<file path="config.mk">
export PLATFORM = sky130hd
export DESIGN_NAME = parity_rr_sched
export DESIGN_NICKNAME = d
export VERILOG_FILES = /design/src/rtl/parity_rr_sched.sv
export SDC_FILE = /design/constraint.sdc
export NUM_CORES = 1
export LEC_CHECK = 0
export ABC_AREA = 0
export CAP_MARGIN = 20
export CELL_PAD_IN_SITES_DETAIL_PLACEMENT = 0
export CELL_PAD_IN_SITES_GLOBAL_PLACEMENT = 1
export CORE_MARGIN = 4
export CORE_UTILIZATION = 34
export DETAILED_ROUTE_END_ITERATION = 12
export PLACE_DENSITY_LB_ADDON = 0.25
export SLEW_MARGIN = 20
export SYNTH_ARGS = -nofsm -noshare
export SYNTH_HDL_FRONTEND = slang
export SYNTH_SLANG_ARGS = --single-unit
</file>
<file path="constraint.sdc">
create_clock -name clk -period 4.4 [get_ports clk]
set_input_delay 0.88 -clock clk [delete_from_list [all_inputs] [get_ports clk]]
set_output_delay 0.88 -clock clk [all_outputs]
set_load 0.05 [all_outputs]
</file>
<file path="src/rtl/parity_rr_sched.sv">
// ---------------------------------------------------------------------------
// parity_rr_sched
//
// Shares one 4-bit XOR-reduction parity datapath among NREQ nibble-stream
// requesters. A round-robin arbiter picks a requester, which then owns the
// datapath for a multi-beat transaction (one nibble per beat) until its last
// beat. The accumulated parity is returned on a single valid/ready response
// channel, tagged with the requester id and the saturating beat count.
//
// Parameters:
//   NREQ  number of requesters (2..16)
//   IDW   requester id width, ceil(log2(NREQ))
//   CNTW  beat counter width (saturates at 2^CNTW-1)
//
// Ports:
//   clk         rising-edge clock
//   rst_n       asynchronous active-low reset
//   req_valid   per-requester beat valid                      [NREQ]
//   req_data    nibble per requester, req i at [4i+3:4i]      [4*NREQ]
//   req_last    final beat of a transaction                   [NREQ]
//   req_ready   per-requester beat accept                     [NREQ]
//   rsp_valid   response valid
//   rsp_ready   response accept
//   rsp_parity  XOR of all bits of all beats of the transaction
//   rsp_id      granted requester index                       [IDW]
//   rsp_beats   beats accepted, saturating                    [CNTW]
//
// Optional build macro PARITY_RR_STATS_EN adds:
//   stat_xfers  completed responses, wraps modulo 2^16        [16]
//   stat_odd    completed responses with odd parity           [16]
// ---------------------------------------------------------------------------
module parity_rr_sched #(
    parameter int unsigned NREQ = 4,
    parameter int unsigned IDW  = 2,
    parameter int unsigned CNTW = 8
) (
    input  logic              clk,
    input  logic              rst_n,
    input  logic [NREQ-1:0]   req_valid,
    input  logic [4*NREQ-1:0] req_data,
    input  logic [NREQ-1:0]   req_last,
    output logic [NREQ-1:0]   req_ready,
    output logic              rsp_valid,
    input  logic              rsp_ready,
    output logic              rsp_parity,
    output logic [IDW-1:0]    rsp_id,
    output logic [CNTW-1:0]   rsp_beats
`ifdef PARITY_RR_STATS_EN
    ,
    output logic [15:0]       stat_xfers,
    output logic [15:0]       stat_odd
`endif
);

    typedef enum logic [1:0] {
        IDLE = 2'd0,
        BUSY = 2'd1,
        RESP = 2'd2
    } state_t;

    state_t          state_q, state_d;
    logic [IDW-1:0]  ptr_q, ptr_d;
    logic [IDW-1:0]  gnt_q, gnt_d;
    logic            acc_q, acc_d;
    logic [CNTW-1:0] beats_q, beats_d;
    logic            rsp_valid_q, rsp_valid_d;

    // Arbitration result and granted-requester view of the inputs.
    logic            pick_found;
    logic [IDW-1:0]  pick_idx;
    logic [NREQ-1:0] gnt_onehot;
    logic            cur_valid;
    logic            cur_last;
    logic [3:0]      cur_nib;
    logic [IDW-1:0]  gnt_next;

    // Round-robin pick: first valid requester scanning ptr, ptr+1, ...
    // wrapping modulo NREQ (not modulo 2^IDW, so NREQ need not be a power of 2).
    always_comb begin
        int unsigned idx;
        pick_found = 1'b0;
        pick_idx   = '0;
        idx        = 0;
        for (int unsigned k = 0; k < NREQ; k++) begin
            idx = (int'(ptr_q) + k) % NREQ;
            if (!pick_found && req_valid[idx]) begin
                pick_found = 1'b1;
                pick_idx   = IDW'(idx);
            end
        end
    end

    // Mux the granted requester's beat signals out of the packed buses.
    always_comb begin
        gnt_onehot = '0;
        cur_valid  = 1'b0;
        cur_last   = 1'b0;
        cur_nib    = '0;
        for (int unsigned i = 0; i < NREQ; i++) begin
            if (gnt_q == IDW'(i)) begin
                gnt_onehot[i] = 1'b1;
                cur_valid     = req_valid[i];
                cur_last      = req_last[i];
                cur_nib       = req_data[4*i +: 4];
            end
        end
    end

    assign gnt_next = (gnt_q == IDW'(NREQ - 1)) ? '0 : gnt_q + IDW'(1);

    always_comb begin
        state_d     = state_q;
        ptr_d       = ptr_q;
        gnt_d       = gnt_q;
        acc_d       = acc_q;
        beats_d     = beats_q;
        rsp_valid_d = rsp_valid_q;
        req_ready   = '0;

        case (state_q)
            IDLE: begin
                if (pick_found) begin
                    gnt_d   = pick_idx;
                    acc_d   = 1'b0;
                    beats_d = '0;
                    state_d = BUSY;
                end
            end

            BUSY: begin
                req_ready = gnt_onehot;
                if (cur_valid) begin
                    acc_d = acc_q ^ (^cur_nib);
                    if (beats_q != '1) begin
                        beats_d = beats_q + CNTW'(1);
                    end
                    if (cur_last) begin
                        state_d     = RESP;
                        rsp_valid_d = 1'b1;
                    end
                end
            end

            RESP: begin
                if (rsp_ready) begin
                    state_d     = IDLE;
                    rsp_valid_d = 1'b0;
                    ptr_d       = gnt_next;
                end
            end

            default: begin
                state_d     = IDLE;
                rsp_valid_d = 1'b0;
            end
        endcase
    end

    always_ff @(posedge clk or negedge rst_n) begin
        if (!rst_n) begin
            state_q     <= IDLE;
            ptr_q       <= '0;
            gnt_q       <= '0;
            acc_q       <= 1'b0;
            beats_q     <= '0;
            rsp_valid_q <= 1'b0;
        end else begin
            state_q     <= state_d;
            ptr_q       <= ptr_d;
            gnt_q       <= gnt_d;
            acc_q       <= acc_d;
            beats_q     <= beats_d;
            rsp_valid_q <= rsp_valid_d;
        end
    end

    // Response fields come straight from the accumulator flops; they only
    // change in IDLE/BUSY, so they hold still for the whole RESP phase.
    assign rsp_valid  = rsp_valid_q;
    assign rsp_parity = acc_q;
    assign rsp_id     = gnt_q;
    assign rsp_beats  = beats_q;

`ifdef PARITY_RR_STATS_EN
    logic [15:0] stat_xfers_q, stat_xfers_d;
    logic [15:0] stat_odd_q, stat_odd_d;

    always_comb begin
        stat_xfers_d = stat_xfers_q;
        stat_odd_d   = stat_odd_q;
        if (rsp_valid_q && rsp_ready) begin
            stat_xfers_d = stat_xfers_q + 16'd1;
            if (acc_q) begin
                stat_odd_d = stat_odd_q + 16'd1;
            end
        end
    end

    always_ff @(posedge clk or negedge rst_n) begin
        if (!rst_n) begin
            stat_xfers_q <= '0;
            stat_odd_q   <= '0;
        end else begin
            stat_xfers_q <= stat_xfers_d;
            stat_odd_q   <= stat_odd_d;
        end
    end

    assign stat_xfers = stat_xfers_q;
    assign stat_odd   = stat_odd_q;
`endif

endmodule

</file>
==> results of run 1 <==
[report_power, final]
group | internal (mW) | switching [mW] | total, mW
clock | 0.0317 | 0.0418 | 0.0735
combinational | 0.250 | 0.387 | 0.637
sequential | 0.193 | 0.0535 | 0.247
total | 0.475 | 0.483 | 0.957
[through the flow]
| stage | instances | utilization, % | hold slack, ns | power [mW] |
|---|---|---|---|---|
| after CTS | 216 | 51.88 | 0.4937 | 0.9645 |
| after floorplan | 129 | - | 0.4923 | 0.7043 |
| after detailed placement | 213 | 51.16 | 0.4859 | 0.8874 |
| after global routing | 216 | 51.88 | 0.5170 | 1.025 |
| after global placement | 213 | 51.16 | 0.4686 | 0.8685 |
| final | 216 | 51.88 | 0.4838 | 0.9573 |
[cells in the final DEF, fill, tap and decap left out, types with 2 or more instances in the layout]
cell type	Yosys	layout
sky130_fd_sc_hd__o31ai_1	4	4
sky130_fd_sc_hd__clkbuf_4	0	3
sky130_fd_sc_hd__mux2_2	2	2
sky130_fd_sc_hd__nand2_1	10	10
sky130_fd_sc_hd__o221ai_1	3	3
sky130_fd_sc_hd__nor2_1	7	7
sky130_fd_sc_hd__nand4_1	2	2
sky130_fd_sc_hd__nand3_1	7	7
sky130_fd_sc_hd__clkdlybuf4s50_1	0	42
sky130_fd_sc_hd__xnor2_1	4	4
sky130_fd_sc_hd__a21oi_1	11	11
sky130_fd_sc_hd__dfrtp_1	16	16
sky130_fd_sc_hd__or4_1	3	3
sky130_fd_sc_hd__xor2_1	4	4
sky130_fd_sc_hd__or3_1	4	4
sky130_fd_sc_hd__inv_1	10	10
sky130_fd_sc_hd__ha_1	5	5
sky130_fd_sc_hd__o21ai_0	8	8
sky130_fd_sc_hd__a211oi_1	2	2
[synth_stat cells]
master / count / area share, %
sky130_fd_sc_hd__and3_1: 1 / 0.55
sky130_fd_sc_hd__inv_1: 10 / 3.3
sky130_fd_sc_hd__mux2i_1: 1 / 0.88
sky130_fd_sc_hd__dfrtp_1: 16 / 35
sky130_fd_sc_hd__a221oi_1: 1 / 0.77
sky130_fd_sc_hd__nor2b_1: 1 / 0.55
sky130_fd_sc_hd__a21oi_1: 11 / 4.8
sky130_fd_sc_hd__nand2_1: 10 / 3.3
sky130_fd_sc_hd__a221o_2: 1 / 0.99
sky130_fd_sc_hd__a211oi_1: 2 / 1.3
sky130_fd_sc_hd__or2_2: 1 / 0.55
sky130_fd_sc_hd__nand2b_1: 1 / 0.55
sky130_fd_sc_hd__xor2_1: 4 / 3.1
sky130_fd_sc_hd__o2bb2ai_1: 1 / 0.77
sky130_fd_sc_hd__a22o_2: 1 / 0.88
sky130_fd_sc_hd__ha_1: 5 / 5.5
sky130_fd_sc_hd__and2_1: 1 / 0.55
sky130_fd_sc_hd__a21o_2: 1 / 0.77
sky130_fd_sc_hd__or3_1: 4 / 2.2
sky130_fd_sc_hd__o21ai_0: 8 / 3.5
sky130_fd_sc_hd__mux2_2: 2 / 2.0
sky130_fd_sc_hd__buf_6: 1 / 0.99
sky130_fd_sc_hd__nand3_1: 7 / 3.1
sky130_fd_sc_hd__o221ai_2: 1 / 1.3
sky130_fd_sc_hd__xnor2_1: 4 / 3.1
sky130_fd_sc_hd__a22o_1: 1 / 0.77
sky130_fd_sc_hd__o22ai_1: 1 / 0.55
sky130_fd_sc_hd__nor4_1: 1 / 0.55
sky130_fd_sc_hd__a31o_2: 1 / 0.77
sky130_fd_sc_hd__nand3b_1: 1 / 0.66
sky130_fd_sc_hd__o211a_1: 1 / 0.88
sky130_fd_sc_hd__or4_1: 3 / 2.0
sky130_fd_sc_hd__nor2_1: 7 / 2.3
sky130_fd_sc_hd__o221ai_1: 3 / 2.3
sky130_fd_sc_hd__and3b_1: 1 / 0.77
sky130_fd_sc_hd__a22oi_1: 1 / 0.66
sky130_fd_sc_hd__a21o_1: 1 / 0.66
sky130_fd_sc_hd__and2_2: 1 / 0.66
sky130_fd_sc_hd__nor3_1: 1 / 0.44
sky130_fd_sc_hd__nand4_1: 2 / 1.1
sky130_fd_sc_hd__o31ai_1: 4 / 2.6
sky130_fd_sc_hd__a311o_1: 1 / 0.88
sky130_fd_sc_hd__and2b_2: 1 / 0.77
sky130_fd_sc_hd__buf_2: 1 / 0.44
[worst paths after layout]
path / from / cells after the start / slack [ns] / to
hold reg to reg: rsp_parity$_DFFE_PN0P_ / 1 / 0.48 / rsp_parity$_DFFE_PN0P_
min in group asynchronous: rst_n / 1 / 1.02 / rsp_beats[4]$_DFFE_PN0P_
hold / removal: rsp_parity$_DFFE_PN0P_ / 1 / 0.48 / rsp_parity$_DFFE_PN0P_
setup reg to reg: rsp_id[0]$_DFFE_PN0P_ / 6 / 1.93 / rsp_beats[5]$_DFFE_PN0P_
max in group asynchronous: rst_n / 1 / 2.94 / rsp_beats[1]$_DFFE_PN0P_
setup / recovery: rsp_id[0]$_DFFE_PN0P_ / 4 / 1.31 / req_ready[3]
[registers in the layout (all words and copies together), names as in the netlist]
signal	cells
ptr_q	2
rsp_valid	1
rsp_parity	1
state_q	2
rsp_id	2
rsp_beats	8
[cell type report]
type	instances	area (sq um)	share of cell area [%]
flip-flops and latches	16	400.4	24.67
well taps	44	55.05	3.392
repair buffers	42	420.4	25.91
multi-input cells	101	686.9	42.33
clock buffers	3	22.52	1.388
inverters	10	37.54	2.313
[metal layers]
layer  vias up  part of all wire, %  global-route usage (%)
met4         0                 0.22                   4.822
met2        24                   51                   24.41
met3         2                  4.6                   3.571
met1       548                   44                   18.16
li1        567                    -                       -
met5         -                    0                       0
[cells by family (layout without fill, tap and decap cells)]
family	after synthesis	after routing	share of synthesized area, %
xor gates and xnor gates	8	8	6.140
and+or+nand+nor	44	44	20.51
AOI/OAI and AO/OA	41	41	25.22
adders and majority gates	5	5	5.482
buffers and inverters	12	55	4.715
muxes	3	3	2.851
DFF	16	16	35.09
==> metrics list, run 1 <==
- Count of buffers from port buffering: 42
* P&R area growth vs syn: 42.22%
* Transition time at the pin with the least slew margin: 0.8544 ns
* Number of primary I/O pins: 43
- Once detailed placement completed, the half-perimeter wirelength came to 2.525 mm.
- Crit path required time: 3.52 ns
- In this run the worst path has a maximum fanout of 9.
- Global routing used 14.55% of the available tracks.
- Antenna violations before repair: 0
- Counting flops and latches in the post-synthesis netlist gives 16.
* Setup Viol. Count Final: 0
* Unrepaired setup endpoints after global routing: no
* Post-DR vias/cell: 5.282
- The via count of the first global-routing pass came to 1,121.
- Post-synth net total: 161
* Area of the mapped netlist: approximately 0.0011 sq mm
* Fraction of final layout cells with drive strength greater than 1: 7.558%
- Pin count of the biggest net entering global routing: 17
* Warnings, synthesis: 0
* Antenna diode count: 0
- Die width: 65.93 um
* Post-route setup TNS: 0 ns
- Global route overflow: 0
* Time the final worst path needs with I/O delays and setup: 3.089 ns
- Once the clock tree was built, the resizer swapped 0 gates to a different size.
- Setup Fix Bufs, Post-CTS: 0
* Kind of start point of the critical path: flip-flop
- Critical Path End Type: output pin
- Average size of a mapped cell: 8.846 sq um
* Placed instance area: 0.001600 sq mm
* Sequence of cells on the critical path: ha_1, inv_1, nor2_1, clkdlybuf4s50_1
- The detail route stage leaves a number of antenna-violating nets equal to 0.
- The tree is rooted in a sky130_fd_sc_hd__clkbuf_4.
* Final worst slack: 1.311 ns
* Layout filler cell count: 326
* Power per standard cell area: 589.9 mW/mm^2
- In the routed design, unresolved DRC markers number 0.
- Maximum buffer depth of the clock tree: 2
- The first detailed-routing pass ran for 4 iterations.
* Placeable core region: 0.003128 sq mm
* Wire length of the first global-routing pass: about 5.1 mm
- Pleak: approximately 0.67 nW
- CTS tree: done
- For this run, the top clock speed supported by timing is about 320 MHz.
- The detailed router placed 1,141 vias in this run.
- Y dimension of the die: 65.93 um
- For this run, the post-layout net count is 206.
* Hold buffer count at cts: 0
* Status: finished, final reports clean
- Sequential cell area fraction in the yosys report: 35.09%
* CTS H-tree depth: 1
- The floorplan has 20 rows.
* Synth Instances: between 100 and 150
- Number of distinct standard cells referenced by the synthesized netlist: 44
- Worst-path clk slew: approximately 0.090 ns
- The worst setup path is of the flip-flop to output pin kind.
* Source-to-sink clock delay at the later pin of the worst-skew pair: 0.28 ns
- Summed over all layers, the routed wires come to between 3 and 4 mm.
- Clk_skew: 0.003697 ns
- Initial standard-cell utilization of the core: 36.48%
* Pre-CTS worst setup slack: 1.349 ns
- The clock drives 16 sinks.
- IR drop worst, VDD: 360.8 uV
- Headroom to the max-slew limit came out at 42.60%.
- Arrival time of the worst setup path: 2.21 ns
- Final non-filler cell area: about 0.0016 sq mm
- Category of cells accounting for the largest share of critical-path delay: buffers and inverters
- Dividing the final minimum period by the clock period gives a little over two thirds.
* Slowest cell delay on critical path: 0.81 ns
* Slowest cell on the critical path: sky130_fd_sc_hd__clkdlybuf4s50_1
* Full die area: around 0.0043 sq mm
- The min-delay analysis places its worst path in the category flip-flop to flip-flop.
- Number of buffers inserted during clock tree synthesis: 3
- The detailed router finished its first iteration with 53 violations.
- Average wire per cell in the routed design: around 14 um
- The count of endpoints failing hold in the final timing report was 0.
* Maximum Capacitance Violations: 0
- Number of buffers and inverters on the critical path: 2
* GP Congestion: 0.8274
- The number of max-slew violations in the final report was 0.
Power figures use the tool's default switching activity.
==> run 2: changes to the inputs <==
- CORE_UTILIZATION: 34 -> 32
- clock period: 4.4 -> 3.2 ns (I/O delays scaled with it)
==> run 2 against run 1 <==
Largest cell class unchanged. Largest power group unchanged. Combinational power increased by 40%. Cell count increased by 2.3%. Highest routed layer unchanged. Hold slack got worse by 0.0086 ns. Power up 39%.
==> metrics list, run 2 (synthesis gave the netlist of run 1 again) <==
* Transition time at the pin with the least slew margin: 0.7070 ns (was 0.8544 ns)
* CP Max Fanout: 9 (unchanged)
- The total DRC errors in the routed layout was 0 (unchanged).
- The floorplan die height came to 67.72 um (was 65.93 um).
- Full die area: 0.004585 sq mm (was 0.004347 sq mm)
* Number of DRC markers after the initial detailed-route iteration: 85 (was 53)
* GRT Overall Usage: 14.46% (was 14.55%)
- Unrepaired setup endpoints after global routing: no (unchanged)
- Final Hold Viols: 0 (unchanged)
- Vias in the first global route: 1,176 (was 1,121)
- The final design instance area without fill was 0.001648 sq mm (was 0.001623 sq mm).
- Number of flip-flops under the largest register name: 8 (unchanged)
- Timing would allow up to between 300 and 400 MHz.
- Number of buffers and inverters on the critical path: 2 (unchanged)
- Worst Hold Slack: 0.4752 ns (was 0.4838 ns)
- DP HPWL: 2.491 mm (was 2.525 mm)
* Antenna diode count: 0 (unchanged)
- Antenna-violating nets left: 0 (unchanged)
* Global route overflow: 0 (unchanged)
* Category of cells accounting for the largest share of critical-path delay: buffers and inverters (unchanged)
- The worst-case setup slack after placement is 0.5193 ns (was 1.349 ns).
- The filler cell count in the final layout came to 312 (was 326).
* GP Congestion: 0.8113 (was 0.8274)
* Number of nets in the layout: 209 (was 206)
- The area of combinational cells with multiple inputs came to 686.9 sq um (unchanged).
- The floorplan die width is 67.72 um (was 65.93 um).
- Power per standard cell area: 809.5 mW/mm^2 (was 589.9 mW/mm^2)
* Pleak: 0.6812 nW (was 0.6664 nW)
- The clock-pin slew of the registers on the worst-case setup and hold paths came to 0.08 ns (was 0.09 ns).
- The count of buffers from port buffering is 42 (unchanged).
- The number of antenna violations at the first check in global routing was 0 (unchanged).
* Placeable core region: 0.003390 sq mm (was 0.003128 sq mm)
- The row count was 21 (was 20).
- The worst hold-check path type is flip-flop to flip-flop (unchanged).
* Hold buffer count at cts: 0 (unchanged)
* Clk_skew: 0.005222 ns (was 0.003697 ns)
- Sequence of cells on the critical path: ha_1, inv_1, nor2_1, clkdlybuf4s50_1 (unchanged).
- The critical path class is flip-flop to output pin (unchanged).
- IR drop worst, VDD: 402.9 uV (was 360.8 uV)
- The count of cells resized by post-cts repair came to 0 (unchanged).
- The total length of routed wires came to 3.129 mm (was 3.120 mm).
* Status: finished, final reports clean (unchanged)
- The number of buffers created by CTS is 3 (unchanged).
- Final max-slew violation count: 0 (unchanged)
* Time the final worst path needs with I/O delays and setup: slightly below 3 ns
- Setup Fix Bufs, Post-CTS: 0 (unchanged)
* Setup Viol. Count Final: 0 (unchanged)
- Wire length of the first global-routing pass: 5.119 mm (was 5.071 mm)
- Fraction of the cycle the final worst path needs: between 90% and 100%
* Post-DR vias/cell: 5.312 (was 5.282)
- Overall via count from detail_route: 1,174 (was 1,141)
- The CTS sink count was 16 (unchanged).
* Top library cells by usage in the layout, fill and taps aside: sky130_fd_sc_hd__clkdlybuf4s50_1, sky130_fd_sc_hd__dfrtp_1, sky130_fd_sc_hd__a21oi_1 (unchanged)
* Root buffer cell: sky130_fd_sc_hd__clkbuf_4 (unchanged)
- Slowest cell on the critical path: sky130_fd_sc_hd__clkdlybuf4s50_1 (unchanged)
* Leading cell type in the layout, fill and taps excluded: sky130_fd_sc_hd__clkdlybuf4s50_1 (unchanged)
- The post-detailed-placement cell area was 0.001625 sq mm (was 0.001600 sq mm).
* Initial standard-cell utilization of the core: 33.67% (was 36.48%)
- The arrival time at the worst endpoint was 2.27 ns (was 2.21 ns).
* Source-to-sink clock delay at the later pin of the worst-skew pair: 0.28 ns (about the same)
* Fraction of final layout cells with drive strength greater than 1: 9.143% (was 7.558%)
- Pwr Total: 1.334 mW (was 0.9573 mW)
* Post-route setup TNS: 0 ns (unchanged)
- Max-Slew Margin vs Limit: 52.72% (was 42.60%)
* Kind of start point of the critical path: flip-flop (unchanged)
- The max-capacitance violation count came to 0 (unchanged).
- The area used by sequential logic in the layout was 400.4 sq um (unchanged).
- Crit path required time: 2.56 ns (was 3.52 ns)
* CTS tree: done (unchanged)
* Critical Path End Type: output pin (unchanged)
- The H-tree depth was 1 (unchanged).
- First-pass iteration count of the detailed router: 4 (unchanged)
* Pin count of the biggest net entering global routing: 17 (unchanged)
* Maximum buffer depth of the clock tree: 2 (unchanged)
* Final worst slack: 0.2858 ns (was 1.311 ns)
* P&R area growth vs syn: 44.41% (was 42.22%)
- The per-cell routed wire length was 14.16 um (was 14.44 um).
- The number of top-level pins came to 43 (unchanged).
- The biggest cell delay along the critical path came to 0.82 ns (was 0.81 ns).
run 2: cell count changes in the layout (fill, tap and decap cells not counted):
| cell | before | now |
|---|---|---|
| sky130_fd_sc_hd__buf_4 | 0 | 3 |
run 2: worst paths after layout:
check / startpoint / endpoint / slack [ns] / depth (start not counted)
max in group asynchronous: rst_n / state_q[1]$_DFFE_PN0P_ / 1.97 / 1
min: rsp_parity$_DFFE_PN0P_ / rsp_parity$_DFFE_PN0P_ / 0.48 / 1
max: rsp_id[0]$_DFFE_PN0P_ / req_ready[3] / 0.29 / 4
min in group asynchronous: rst_n / rsp_beats[4]$_DFFE_PN0P_ / 0.78 / 1
max reg2reg: rsp_id[0]$_DFFE_PN0P_ / rsp_beats[5]$_DFFE_PN0P_ / 0.84 / 7
min reg2reg: rsp_parity$_DFFE_PN0P_ / rsp_parity$_DFFE_PN0P_ / 0.48 / 1
run 2: cell type report:
cell class                 instances  share of cell area [%]
timing repair buffer              45                   26.88
inverter                          10                   2.278
tap                               46                   3.493
clock buffer                       3                   1.367
sequential                        16                   24.30
multi-input combinational        101                   41.69
run 2: through the flow:
step | util (%) | instances
final | 48.62 | 221
after global routing | 48.62 | 221
after CTS | 48.62 | 221
after detailed placement | 47.95 | 218
after global placement | 47.95 | 218
after floorplan | - | 129
run 2: report_power, final:
group | internal [mW] | total [mW] | switching, mW
Sequential | 0.265 | 0.340 | 0.0748
Clock | 0.0437 | 0.100 | 0.0567
Combinational | 0.366 | 0.893 | 0.528
run 2: metal layers:
metal | up-vias | track usage (%) | share of wire, %
li1 | 571 | - | -
met1 | 554 | 17.87 | 45
met2 | 43 | 24.06 | 46
met3 | 6 | 2.496 | 7.4
met4 | 0 | 7.089 | 1.3
met5 | - | 0 | 0
run 2: worst register-to-register path, cell delays in order, from the launching register on:
cell                       delay, ns
sky130_fd_sc_hd__dfrtp_1        0.46
sky130_fd_sc_hd__ha_1           0.32
sky130_fd_sc_hd__and3b_1        0.28
sky130_fd_sc_hd__o221ai_2       0.13
sky130_fd_sc_hd__a311o_1        0.36
sky130_fd_sc_hd__buf_4          0.18
sky130_fd_sc_hd__or4_1          0.40
sky130_fd_sc_hd__a21oi_1        0.15
==> run 3: changes to the inputs <==
- CORE_UTILIZATION: 32 -> 34
- clock period: 3.2 -> 3.6 ns (I/O delays scaled with it)
==> run 3 against run 2 <==
Combinational power down 12%. Core utilization up 3.5 points. Power down 12%. Worst setup slack better by 0.40 ns. Cell count down 1.8%. First-iteration DRC count down 41%. Register-to-register slack better by 0.32 ns. Hold slack better by 0.0090 ns. Die area down 5.2%. Global-route usage down 0.22 points.
==> metrics list, run 3 (synthesis gave the netlist of run 1 again) <==
- Status: finished, final reports clean (unchanged)
- The floorplan die width is 65.93 um (was 67.72 um).
- The final RePlAce weighted congestion was 0.8246 (was 0.8113).
* CTS tree: done (unchanged)
- The power per cell area is 721.9 mW/mm^2 (was 809.5 mW/mm^2).
- The total of hold buffers inserted after clock tree synthesis came to 0 (unchanged).
- Remaining design rule violation count: 0 (unchanged)
* Total number of clock tree sinks: 16 (unchanged)
* Final non-filler cell area: 0.001630 sq mm (was 0.001648 sq mm)
* Post-DR vias/cell: 5.272 (was 5.312)
- The number of antenna violations at the first check in global routing was 0 (unchanged).
* Kind of start point of the critical path: flip-flop (unchanged)
- Hold Path Stages: 1 (unchanged)
* Post-CTS sizing: 0 (unchanged)
- The overall fraction of global-route tracks in use was 14.24% (was 14.46%).
- P&R area growth vs syn: 42.87% (was 44.41%)
- Setup Viol. Count Final: 0 (unchanged)
- Min-delay src: rsp_parity$_DFFE_PN0P_ (unchanged)
- First-pass iteration count of the detailed router: 4 (unchanged)
* Average wire per cell in the routed design: 14.50 um (was 14.16 um)
- Number of cells after detailed placement: 214 (was 218)
- The area of combinational cells with multiple inputs came to 686.9 sq um (unchanged).
* Clk_skew: 0.003868 ns (was 0.005222 ns)
* WL final: 3.146 mm (was 3.129 mm)
* Global route overflow: 0 (unchanged)
- Worst reg-to-reg setup slack: 1.16 ns (was 0.84 ns)
- The count of buffers from port buffering was 42 (unchanged).
- The number of antenna diodes is 0 (unchanged).
- The count of endpoints failing hold in the final timing report came to 0 (unchanged).
- Crit path required time: 2.88 ns (was 2.56 ns)
* IR drop worst, VDD: 406.6 uV (was 402.9 uV)
* Critical Path End Type: output pin (unchanged)
- Antenna-violating nets left: 0 (unchanged)
- Transition time at the pin with the least slew margin: 0.7185 ns (was 0.7070 ns)
* Root buffer cell: sky130_fd_sc_hd__clkbuf_4 (unchanged)
- The hold-critical path endpoint is rsp_parity$_DFFE_PN0P_ (unchanged).
- Pin count of the biggest net entering global routing: 17 (unchanged)
- Storage element area: 400.4 sq um (unchanged)
- The number of flip-flops under the largest register name came to 8 (unchanged).
* Arrival time of the worst setup path: 2.19 ns (was 2.27 ns)
* Source-to-sink clock delay at the later pin of the worst-skew pair: 0.28 ns (about the same)
- The fraction of final layout cells with drive strength greater than 1 was 8.092% (was 9.143%).
* Layout filler cell count: 318 (was 312)
- Overall via count from detail_route: 1,144 (was 1,174)
- The critical path class is flip-flop to output pin (unchanged).
- The most frequent standard cell in the layout excluding fill and tap cells was sky130_fd_sc_hd__clkdlybuf4s50_1 (unchanged).
* Startpoint of the worst-slack reg-to-reg timing path: rsp_id[1]$_DFFE_PN0P_ (was rsp_id[0]$_DFFE_PN0P_)
* Initial standard-cell utilization of the core: 36.48% (was 33.67%)
- Setup Fix Bufs, Post-CTS: 0 (unchanged)
* Placed instance area: 0.001608 sq mm (was 0.001625 sq mm)
- CP Max Fanout: 9 (unchanged)
* Unrepaired setup endpoints after global routing: no (unchanged)
- The die outline area is 0.004347 sq mm (was 0.004585 sq mm).
* Endpoint of the worst register-to-register path: rsp_beats[5]$_DFFE_PN0P_ (unchanged)
* Worst-path clk slew: 0.09 ns (was 0.08 ns)
- Highest attainable clock frequency: 343.6 MHz
- The setup TNS after final layout was 0 ns (unchanged).
* Final Non-Filler Cells: 217 (was 221)
- Final max-slew violation count: 0 (unchanged)
- The placeable core region was 0.003128 sq mm (was 0.003390 sq mm).
* Top library cells by usage in the layout, fill and taps aside: sky130_fd_sc_hd__clkdlybuf4s50_1, sky130_fd_sc_hd__dfrtp_1, sky130_fd_sc_hd__a21oi_1 (unchanged)
- Fraction of the cycle the final worst path needs: 80.83%
* Number of rows created at floorplan: 20 (was 21)
- The via count of the first global-routing pass was 1,082 (was 1,176).
- The number of cells traversed by the worst register-to-register path is 7 (unchanged).
- The max-capacitance violation count came to 0 (unchanged).
* Number of DRC markers after the initial detailed-route iteration: 50 (was 85)
- The leakage power figure came to 0.6716 nW (was 0.6812 nW).
* Wire length of the first global-routing pass: 4.933 mm (was 5.119 mm)
- Max-Slew Margin vs Limit: 51.95% (was 52.72%)
- The number of buffers created by CTS was 3 (unchanged).
* CTS H-tree depth: 1 (unchanged)
- The number of buffers on the longest clock path was 2 (unchanged).
- The worst hold-check path type was flip-flop to flip-flop (unchanged).
- The final cell utilization of the core came to 52.12% (was 48.62%).
- Y dimension of the die: 65.93 um (was 67.72 um)
* Number of primary I/O pins: 43 (unchanged)
* Time the final worst path needs with I/O delays and setup: 2.910 ns
* DP HPWL: 2.514 mm (was 2.491 mm)
* Number of nets in the layout: 207 (was 209)
[run 3: final cells by class]
| class | instances | share of cell area (%) |
|---|---|---|
| timing repair buffer | 43 | 26.25 |
| inverter | 10 | 2.302 |
| sequential | 16 | 24.56 |
| multi-input combinational | 101 | 42.13 |
| tap | 44 | 3.377 |
| clock buffer | 3 | 1.381 |
[run 3: routing by layer]
layer	wire, um	track usage (%)	vias to the layer above
li1	-	-	569
met1	1376	17.99	549
met2	1597	24.78	24
met3	163	2.551	2
met4	8	3.807	0
met5	0	0	-
[run 3: how the worst max path moves through the flow]
| stage | cells past startpoint | slack [ns] | to | startpoint |
|---|---|---|---|---|
| detailed placement | 6 | 0.69 | rsp_beats[0]$_DFFE_PN0P_ | req_valid[3] |
| global route | 4 | 0.55 | req_ready[3] | rsp_id[0]$_DFFE_PN0P_ |
| global placement | 6 | 0.82 | rsp_beats[6]$_DFFE_PN0P_ | req_valid[0] |
| finish | 4 | 0.69 | req_ready[3] | rsp_id[0]$_DFFE_PN0P_ |
| CTS | 4 | 0.66 | req_ready[3] | rsp_id[0]$_DFFE_PN0P_ |
| floorplan | 4 | 1.07 | req_ready[3] | rsp_id[0]$_DFFE_PN0P_ |
[run 3: through the flow]
stage          hold WS, ns  worst slack [ns]  power [mW]
2_1_floorplan       0.4244             1.066      0.8608
6_report            0.4842            0.6900       1.177
4_1_cts             0.4962            0.6638       1.185
3_3_place_gp        0.4684            0.8178       1.069
5_1_grt             0.5230            0.5532       1.256
3_5_place_dp        0.4842            0.6877       1.089
[run 3: where the power goes]
group / switching, mW / internal, mW / leakage (nW) / total [mW]
Combinational: 0.474 / 0.312 / 0.449 / 0.786
Clock: 0.0520 / 0.0388 / 0.0138 / 0.0907
Sequential: 0.0642 / 0.236 / 0.209 / 0.300
[run 3: worst max-delay path: stages (launching register included)]
cell	delay [ns]
sky130_fd_sc_hd__dfrtp_1	0.44
sky130_fd_sc_hd__ha_1	0.37
sky130_fd_sc_hd__inv_1	0.15
sky130_fd_sc_hd__nor2_1	0.13
sky130_fd_sc_hd__clkdlybuf4s50_1	0.81
